==> src/rtl/mouse_packet_decoder.sv <==
// Decodes 3-byte PS/2 mouse packets into screen-clamped absolute pointer coordinates and button levels.
// Define MOUSE_TIMEOUT_EN to compile in the inter-byte timeout that resynchronises a stalled packet.
module mouse_packet_decoder #(
  parameter int X_MAX          = 1023,
  parameter int Y_MAX          = 767,
  parameter int TIMEOUT_CYCLES = 100000
) (
  input  logic        clk,
  input  logic        rst,
  input  logic [7:0]  rx_data,
  input  logic        rx_valid,
  output logic [11:0] xpos,
  output logic [11:0] ypos,
  output logic        left_mouse,
  output logic        right_mouse,
  output logic        pkt_valid,
  output logic        sync_err
);

  typedef enum logic [1:0] {WAIT_B0, WAIT_B1, WAIT_B2, APPLY} state_t;

  localparam logic [11:0]        X_RESET = 12'(X_MAX / 2);
  localparam logic [11:0]        Y_RESET = 12'(Y_MAX / 2);
  localparam logic signed [13:0] X_LIMIT = 14'(X_MAX);
  localparam logic signed [13:0] Y_LIMIT = 14'(Y_MAX);

  state_t             state_q;
  logic [1:0]         btn_q;
  logic [1:0]         sign_q;
  logic [1:0]         ovf_q;
  logic [7:0]         dxByte_q;
  logic [7:0]         dyByte_q;
  logic [11:0]        xpos_q;
  logic [11:0]        ypos_q;
  logic               left_q;
  logic               right_q;
  logic               pktValid_q;
  logic               syncErr_q;

  logic signed [13:0] dx;
  logic signed [13:0] dy;
  logic signed [13:0] xSum;
  logic signed [13:0] ySum;
  logic [11:0]        xpos_d;
  logic [11:0]        ypos_d;
  logic               byteZeroMode;
  logic               timedOut;

  // Index 0 of sign_q/ovf_q is the X axis, index 1 the Y axis; PS/2 +Y is up, screen Y grows down.
  always_comb begin
    dx   = ovf_q[0] ? 14'sd0 : $signed({{6{sign_q[0]}}, dxByte_q});
    dy   = ovf_q[1] ? 14'sd0 : $signed({{6{sign_q[1]}}, dyByte_q});
    xSum = $signed({2'b00, xpos_q}) + dx;
    ySum = $signed({2'b00, ypos_q}) - dy;

    if (xSum < 14'sd0)
      xpos_d = '0;
    else if (xSum > X_LIMIT)
      xpos_d = X_LIMIT[11:0];
    else
      xpos_d = xSum[11:0];

    if (ySum < 14'sd0)
      ypos_d = '0;
    else if (ySum > Y_LIMIT)
      ypos_d = Y_LIMIT[11:0];
    else
      ypos_d = ySum[11:0];
  end

`ifdef MOUSE_TIMEOUT_EN
  localparam int CW = $clog2(TIMEOUT_CYCLES + 1);

  logic [CW-1:0] toCnt_q;

  assign timedOut = ((state_q == WAIT_B1) || (state_q == WAIT_B2)) &&
                    (toCnt_q == CW'(TIMEOUT_CYCLES));

  always_ff @(posedge clk or posedge rst) begin
    if (rst)
      toCnt_q <= '0;
    else if (!byteZeroMode && !rx_valid)
      toCnt_q <= toCnt_q + 1'b1;
    else
      toCnt_q <= '0;
  end
`else
  // Constant false for any legal configuration; the FSM waits indefinitely mid-packet.
  assign timedOut = (TIMEOUT_CYCLES < 0);
`endif

  // An expired partial packet and the APPLY cycle both treat the incoming byte as a fresh byte0.
  assign byteZeroMode = (state_q == WAIT_B0) || (state_q == APPLY) || timedOut;

  always_ff @(posedge clk or posedge rst) begin
    if (rst) begin
      state_q    <= WAIT_B0;
      btn_q      <= '0;
      sign_q     <= '0;
      ovf_q      <= '0;
      dxByte_q   <= '0;
      dyByte_q   <= '0;
      xpos_q     <= X_RESET;
      ypos_q     <= Y_RESET;
      left_q     <= 1'b0;
      right_q    <= 1'b0;
      pktValid_q <= 1'b0;
      syncErr_q  <= 1'b0;
    end else begin
      pktValid_q <= 1'b0;
      syncErr_q  <= 1'b0;

      if (state_q == APPLY) begin
        xpos_q     <= xpos_d;
        ypos_q     <= ypos_d;
        left_q     <= btn_q[0];
        right_q    <= btn_q[1];
        pktValid_q <= 1'b1;
      end

      if (byteZeroMode) begin
        if (rx_valid && rx_data[3]) begin
          btn_q   <= rx_data[1:0];
          sign_q  <= rx_data[5:4];
          ovf_q   <= rx_data[7:6];
          state_q <= WAIT_B1;
        end else begin
          syncErr_q <= rx_valid;
          state_q   <= WAIT_B0;
        end
      end else if (rx_valid) begin
        if (state_q == WAIT_B1) begin
          dxByte_q <= rx_data;
          state_q  <= WAIT_B2;
        end else begin
          dyByte_q <= rx_data;
          state_q  <= APPLY;
        end
      end
    end
  end

  assign xpos        = xpos_q;
  assign ypos        = ypos_q;
  assign left_mouse  = left_q;
  assign right_mouse = right_q;
  assign pkt_valid   = pktValid_q;
  assign sync_err    = syncErr_q;

endmodule

==> config.mk <==
export PLATFORM = sky130hd
export DESIGN_NAME = mouse_packet_decoder
export DESIGN_NICKNAME = d
export VERILOG_FILES = /design/src/rtl/mouse_packet_decoder.sv
export SDC_FILE = /design/constraint.sdc
export NUM_CORES = 1
export LEC_CHECK = 0
export BUFFER_PORTS_ARGS = -buffer_cell sky130_fd_sc_hd__buf_2
export CAP_MARGIN = 20
export CORE_UTILIZATION = 40
export CTS_CLUSTER_DIAMETER = 80
export DETAILED_ROUTE_END_ITERATION = 8
export SKIP_LAST_GASP = 1
export SYNTH_ARGS = -nofsm -noshare
export SYNTH_HDL_FRONTEND = slang
export SYNTH_SLANG_ARGS = --single-unit
==> constraint.sdc <==
create_clock -name clk -period 6.7 [get_ports clk]
set_input_delay 0.335 -clock clk [delete_from_list [all_inputs] [get_ports clk]]
set_output_delay 0.335 -clock clk [all_outputs]
set_load 0.01 [all_outputs]
Word level (Yosys, flattened, before mapping)
Cells that the tools add are included.
{"block": "word_totals", "register_bits": 52, "inputBits": 11, "output_inout_bits": 28, "wordCells": 42}
{"block": "classes", "add_sub_neg": 2, "order_cmp": 4, "n_eq_ne": 2, "n_mux": 13, "n_bitwise": 2, "n_reduce_logical": 7}
{"op": "two-way mux 12 bit", "count": 4}
{"op": "greater-than comparator 14 x 11 -> 1 bit (second input constant)", "count": 2}
{"op": "less-than comparator 14 x 1 -> 1 bit (second input constant)", "count": 2}
{"op": "two-way mux 14 bit", "count": 2}
{"op": "adder 13 x 14 -> 14 bit", "count": 1}
{"op": "subtractor 13 x 14 -> 14 bit", "count": 1}
{"op": "AND reduction 3 bit", "count": 2}
{"op": "two-way mux 1 bit", "count": 5}
{"op": "two-way mux 2 bit", "count": 2}
{"op": "== test 2 x 1 -> 1 bit (second input constant)", "count": 1}
{"op": "== test 2 bit (second input constant)", "count": 1}
{"op": "logical NOT 2 bit", "count": 1}
{"op": "inverter 1 bit", "count": 2}
{"op": "AND reduction 2 bit", "count": 1}
{"op": "nonzero test 2 bit", "count": 1}
{"op": "logical AND 1 bit", "count": 1}
{"op": "logical OR 1 bit", "count": 1}

Logic depth before layout (Yosys ltp)
Gate-level depths: netlist of run 1.
{"block": "logic_depth", "depth_word": 5, "ltp_mapped": 11, "ltp_nobuf": 10}

Worst setup path after synthesis of run 1
No wires, ideal clock.
{"block": "synth_path", "kind": "reg2reg", "from": "reg ovf_q[0]", "to": "reg xpos_q[0] (netlist: xpos[0])", "setup_ns": 0.094, "arrival_time_ns": 2.664, "t_required_ns": 6.606, "slack_ns": 3.942, "stages_incl_launch_ff": 12, "path_buffers": 1, "synth_period_minus_slack_ns": 2.758, "cell_sequence": "dfrtp_1 -> buf_6 -> and2b_2 -> ha_1 -> fa_1 -> a211oi_1 -> nor2_1 -> o22ai_1 -> mux2i_1 -> o311a_1 -> a21oi_4 -> a311oi_1"}
{"block": "synth_via", "elab_chain_cells": 5, "elab_cells_between_ends": 6, "cone_classes": "add/sub: 1; order compare: 2; mux: 3"}
{"element": "start, declared", "line_no": "30", "text": "logic [1:0] ovf_q;"}
{"element": "start signal, assigned", "line_no": "125", "text": "ovf_q <= rx_data[7:6];"}
{"element": "two-way mux 14 bit *", "line_no": "51", "text": "dx = ovf_q[0] ? 14'sd0 : $signed({{6{sign_q[0]}}, dxByte_q});"}
{"element": "adder 13 x 14 -> 14 bit *", "line_no": "53", "text": "xSum = $signed({2'b00, xpos_q}) + dx;"}
{"element": "greater-than comparator 14 x 11 -> 1 bit", "line_no": "58", "text": "else if (xSum > X_LIMIT)"}
{"element": "two-way mux 12 bit", "line_no": "58"}
{"element": "two-way mux 12 bit *", "line_no": "56", "text": "if (xSum < 14'sd0)"}
{"element": "end signal, assigned", "line_no": "114", "text": "xpos_q <= xpos_d;"}
{"element": "end, declared", "line_no": "33", "text": "logic [11:0] xpos_q;"}
Every way passes the cells marked *; elsewhere a longest branch is shown, timed or not.
A chain may end at the register's enable or synchronous reset.

Worst setup path after layout of run 1
{"block": "layout_path", "from": "reg ovf_q[0]", "to": "reg xpos_q[7] (netlist: xpos[7])"}
The elaborated chain is that of the path after synthesis.

==> results of run 1 <==
-- layout by cell type (no fill, tap or decap), drive strengths merged, types with 8 or more instances in the layout --
master   n
inv     16
and2b   10
ha      27
xor2     8
dfstp   17
buf     40
nand2   15
a211oi   8
a21oi   19
nor2    26
mux2    25
nand2b  13
a22oi    8
xnor2    9
dfrtp   35
o21ai   16
-- flip-flops by register name, indices dropped and copies added, names as in the netlist --
| signal | count |
|---|---|
| btn_q | 2 |
| dxByte_q | 8 |
| dyByte_q | 8 |
| left_mouse | 1 |
| ovf_q | 2 |
| pkt_valid | 1 |
| right_mouse | 1 |
| sign_q | 2 |
| state_q | 2 |
| sync_err | 1 |
| xpos | 12 |
| ypos | 12 |
-- final cells by class --
type / instances / area, um2 / area share [%]
diodes: 1 / 2.50 / 0.0649
repair buffers: 40 / 205 / 5.32
multi-input cells: 254 / 2010 / 52.2
clock buffers: 6 / 82.6 / 2.14
inverters: 16 / 60.1 / 1.56
clock inverters: 2 / 38.8 / 1.01
flip-flops and latches: 52 / 1320 / 34.3
well taps: 105 / 131 / 3.41
-- where the power goes --
| part | internal [mW] | switching (mW) | total (mW) |
|---|---|---|---|
| Clock | 0.122 | 0.112 | 0.235 |
| Sequential | 0.481 | 0.103 | 0.584 |
| Combinational | 0.632 | 0.721 | 1.35 |
-- worst min-delay path, delay by kind of cell --
kind	cells	cell delay, ns
buf+inv	3	0.66
-- routing by layer --
metal | global-route usage [%] | wire (um) | up-vias
met5 | 0 | 0 | -
met4 | 5.18 | 94 | 0
met3 | 3.22 | 226 | 8
met2 | 27.1 | 3240 | 36
met1 | 22.7 | 3450 | 1263
li1 | - | - | 1292
-- logic make-up (layout without fill, tap and decap cells) --
logic type,count (synthesis),count (layout),share of synthesized area (%)
other cells,0,1,0
fa+ha+maj,29,29,11.0
compound gates,84,84,18.0
buf+inv,25,64,3.30
simple gates,96,96,16.1
xor+xnor,17,17,4.32
flops,52,52,38.3
mux,28,28,9.03
-- worst min path at each step --
stage | endpoint | slack (ns) | depth (start not counted) | startpoint
2_1_floorplan | sync_err | 0.40 | 1 | rx_data[3]
3_3_place_gp | btn_q[0] | 0.48 | 1 | btn_q[0]
3_5_place_dp | dyByte_q[0] | 0.49 | 1 | dyByte_q[0]
4_1_cts | sync_err | 0.22 | 2 | rx_data[3]
5_1_grt | sync_err | 0.23 | 2 | rx_data[3]
6_report | ypos[10] | 0.19 | 3 | rst
==> flow_summary.ini, run 1 <==
[clock_tree]
clk_latency_ns = 0.31
cts_root_buf = clkbuf_8
path_clk_slew_ns = 0.10
clk_path_buf_depth = 2
cts_tree = yes
numCtsBuffers = 5
cts-resized-gates = 0
hold_buffers = 0
cts_setup_buffers = 0
clkSinkCount = 52
htree_num_levels = 2

[sta]
max_freq_mhz = 325
period_needed_ns = 3.08
finalWorstSetupSlack_ns = 3.62
fin_skew_ns = 0.00540
slew_headroom_pct = 55.2
tightest_slew_ns = 0.672
hold_viol = 0
whs_ns = 0.194
tns_ns = 0
rsz0062_at_grt = no
finalMaxSlewViolations = 0
setup_viol = 0
period_share_pct = 45.9

[floorplanning]
coreArea_um2 = 8300
die_w_um = 94.9
num_rows = 33
initial_utilization_pct = 41.6
io_pins = 39
dieArea_um2 = 9000
chipHeight_um = 94.9

[yosys]
synth_cell_type_count = 65
syn_area_um2 = 3450
ys_seq_elements = 52
async_flop_share_pct = 100
synth_nets = 371
synth_top_area_share_pct = 25.4
yosys_warnings = 0
synth_edf_count = 0
synth_common_cells = dfrtp_1 (35), ha_1 (27), nor2_1 (26), mux2_2 (25), dfstp_2 (17)
yosysMostFrequentCell = dfrtp_1
netlist_top_cells_area = dfrtp_1 (25%), dfstp_2 (13%), ha_1 (9.8%)
syn_avg_cell_area_um2 = 10.4
yosys.area.top_type = dfrtp_1
synth_flop_cell = dfrtp_1
synthCells = 331
yosysSeqAreaShare_pct = 38.3

[setup_path]
endpoint = xpos[7]
cp-start-kind = register
rrSetupSlack_ns = 3.62
slowest_delay_ns = 0.47
path_class = register to register
r2r_end = xpos[7]
critPathBufInv = 0
crit_cells = 10
crit_path_top_delay_cell = dfrtp_1
path_max_fanout = 11
arrival_ns = 3.29
cpLargestDelayFamily = compound AO/OA/AOI/OAI gates
crit_path_start = ovf_q[0]
worst_ep_required_time_ns = 6.92
worst-r2r-cell-count = 10
endpoint_kind = register
r2r_start = ovf_q[0]
crit_chain = and2b_2 > ha_1 > fa_1 > a211oi_1 > nor2_1 > o22ai_1 > mux2i_1 > o311a_1 > a21oi_4 > a311oi_1

[detailed_routing]
drc = 0
finalWirelength_um = 7020
dr.pass1.iters = 4
via_count = 2599
drt_iter0_markers = 84
wl_per_cell_um = 14.7
drtAntennaViolNets = 0
viasPerCell = 5.46

[status]
run_status = complete, no violations

[place]
numPortBuffers = 38
placedCellCount = 467
place.detailed.hpwl_um = 5200
placed_area_um2 = 3730
gp_congestion = 0.801
place_ws_ns = 3.64

[cells_and_area]
layout.cells.non_filler = 476
n_fill_cell = 804
drive_gt1_share_pct = 31.1
post-route-util_pct = 46.5
area_growth_pct = 11.8
nets = 409
fin_area_um2 = 3860

[grt]
grt.overflow.total = 0
grt_pass1_vias = 2465
grt_max_degree = 53
grt_usage_pct = 16.8
grt_pass1_wl_um = 11800
antenna_found_initial = 0

[pwr]
finalPower_mw = 2.17
p_leak_nw = 1.81
vdd_ir_drop_max_mv = 0.198
powerDensity_nw_per_um2 = 563

[job]
max-cap-violations = 0

[hold_path]
hold_class = input port to async pin
(Power assumes the default switching activity.)
==> run 2: changes to the inputs <==
==> constraint.sdc (replaced) <==
create_clock -name clk -period 3.1 [get_ports clk]
set_input_delay 0.155 -clock clk [delete_from_list [all_inputs] [get_ports clk]]
set_output_delay 0.155 -clock clk [all_outputs]
set_load 0.01 [all_outputs]
==> flow_summary.ini, run 2 (synthesis gave the netlist of run 1 again) <==
[clock_tree]
cts_tree = yes
htree_num_levels = 2
clkSinkCount = 52
cts_root_buf = clkbuf_8
numCtsBuffers = 5
cts_setup_buffers = 0
clk_latency_ns = 0.32
path_clk_slew_ns = 0.11
clk_path_buf_depth = 2

[sta]
hold_viol = 3
whs_ns = -0.00328
fin_skew_ns = 0.00820
setup_viol = 0
finalWorstSetupSlack_ns = 0.200
finalMaxSlewViolations = 0
tns_ns = 0
period_needed_ns = 2.90
period_share_pct = 93.6
slew_headroom_pct = 44.3
rsz0062_at_grt = no
tightest_slew_ns = 0.834
max_freq_mhz = 345

[grt]
grt_max_degree = 40
grt.overflow.total = 0
grt_pass1_wl_um = 12000
grt_usage_pct = 17.2
antenna_found_initial = 0
grt_pass1_vias = 2451

[cells_and_area]
mostFrequentLayoutCells = buf_2 (38), dfrtp_1 (35), ha_1 (27), nor2_1 (26), mux2_2 (25)
n_fill_cell = 774
layout.cells.non_filler = 477
fin_area_um2 = 3850
drive_gt1_share_pct = 31.7
post-route-util_pct = 46.4
layout_commonest_cell = buf_2
area_growth_pct = 11.6
diodes = 0
nets = 411

[place]
place_ws_ns = 0.230
placed_area_um2 = 3750
placedCellCount = 469
numPortBuffers = 38
gp_congestion = 0.808
place.detailed.hpwl_um = 5400

[floorplanning]
chipHeight_um = 94.9
die_w_um = 94.9
initial_utilization_pct = 41.6
coreArea_um2 = 8300
io_pins = 39
dieArea_um2 = 9000
num_rows = 33

[setup_path]
critPathBufInv = 1
path_class = register to register
crit_cells = 10
crit_chain = inv_1 > ha_1 > fa_1 > nand2b_1 > a21oi_2 > o21ai_1 > or4_1 > and4_1 > o211a_2 > a22oi_1
r2r_end = ypos[1]
r2r_start = ypos[0]
arrival_ns = 3.14
crit_path_top_delay_cell = dfstp_2
rrSetupSlack_ns = 0.20
worst-r2r-cell-count = 10
slowest_delay_ns = 0.55
cp-start-kind = register
cpLargestDelayFamily = simple AND/OR/NAND/NOR gates
worst_ep_required_time_ns = 3.34
path_max_fanout = 8
endpoint_kind = register

[pwr]
switchingPower_mw = 2.07
powerDensity_nw_per_um2 = 1210
sw_frac_of_total_pct = 44.2
p_int_mw = 2.61
p_comb_share_pct = 63.9
p_seq_share_pct = 27.0
p_leak_nw = 1.81
vdd_ir_drop_max_mv = 0.357
pwr-share-clk_pct = 9.1
finalPower_mw = 4.67

[detailed_routing]
drt_iter0_markers = 75
finalWirelength_um = 7160
drtAntennaViolNets = 0
dr.pass1.iters = 4
wl_per_cell_um = 15.0
via_count = 2603
viasPerCell = 5.46
drc = 0

[status]
failed_checks = negative hold slack
run_status = complete, but fails checks

[job]
max-cap-violations = 0

[hold_path]
hold_class = input port to async pin
-- run 2: cell types whose count changed in the layout (fill, tap and decap cells not counted) --
cell / previous run / this run
buf_4: 2 / 4
inv_6: 0 / 2
bufinv_16: 1 / 0
clkbuf_8: 6 / 5
diode_2: 1 / 0
o22ai_1: 1 / 0
o22ai_2: 0 / 1
-- run 2: what timing repair did --
item	in CTS	in global routing
endpoints found under the hold margin	0	0
hold buffers	0	0
setup endpoints to repair	0	4
gates resized for setup	0	1
-- run 2: area by class of cell --
| type | count | area, um2 | area share, % |
|---|---|---|---|
| timing repair buffer | 42 | 220 | 5.72 |
| multi-input combinational | 254 | 2020 | 52.5 |
| clock buffer | 5 | 68.8 | 1.79 |
| clock inverter | 3 | 26.3 | 0.683 |
| tap | 105 | 131 | 3.41 |
| sequential | 52 | 1320 | 34.4 |
| inverter | 16 | 60.1 | 1.56 |
-- run 2: power by group through the flow --
stage / Sequential (mW) / Clock (mW) / Combinational, mW
5_1_grt: 1.32 / 0.469 / 3.34
2_1_floorplan: 1.27 / 0 / 2.35
3_3_place_gp: 1.27 / 0 / 2.95
6_report: 1.26 / 0.424 / 2.99
4_1_cts: 1.27 / 0.446 / 2.98
3_5_place_dp: 1.28 / 0 / 2.97
-- run 2: worst max path at each step --
stage | endpoint | startpoint
2_1_floorplan | xpos[0] | ovf_q[0]
3_3_place_gp | ypos[0] | ypos[0]
3_5_place_dp | ypos[1] | ypos[0]
4_1_cts | ypos[1] | ypos[0]
5_1_grt | ypos[1] | ovf_q[1]
6_report | ypos[1] | ypos[0]
-- run 2: routing by layer --
metal | global-route usage [%] | routed length, um | vias up
met2 | 27.5 | 3310 | 51
met1 | 23.4 | 3490 | 1252
met3 | 3.14 | 260 | 9
li1 | - | - | 1291
met5 | 0 | 0 | -
met4 | 5.56 | 100 | 0
-- run 2: worst register-to-register path, delay by kind of cell (launching register included) --
family | cells | cell delay, ns
AO/OA/AOI/OAI | 4 | 0.73
adder cells (fa/ha/maj) | 2 | 0.61
buffers and inverters | 1 | 0.04
flip-flops | 1 | 0.55
AND/OR/NAND/NOR | 3 | 0.90
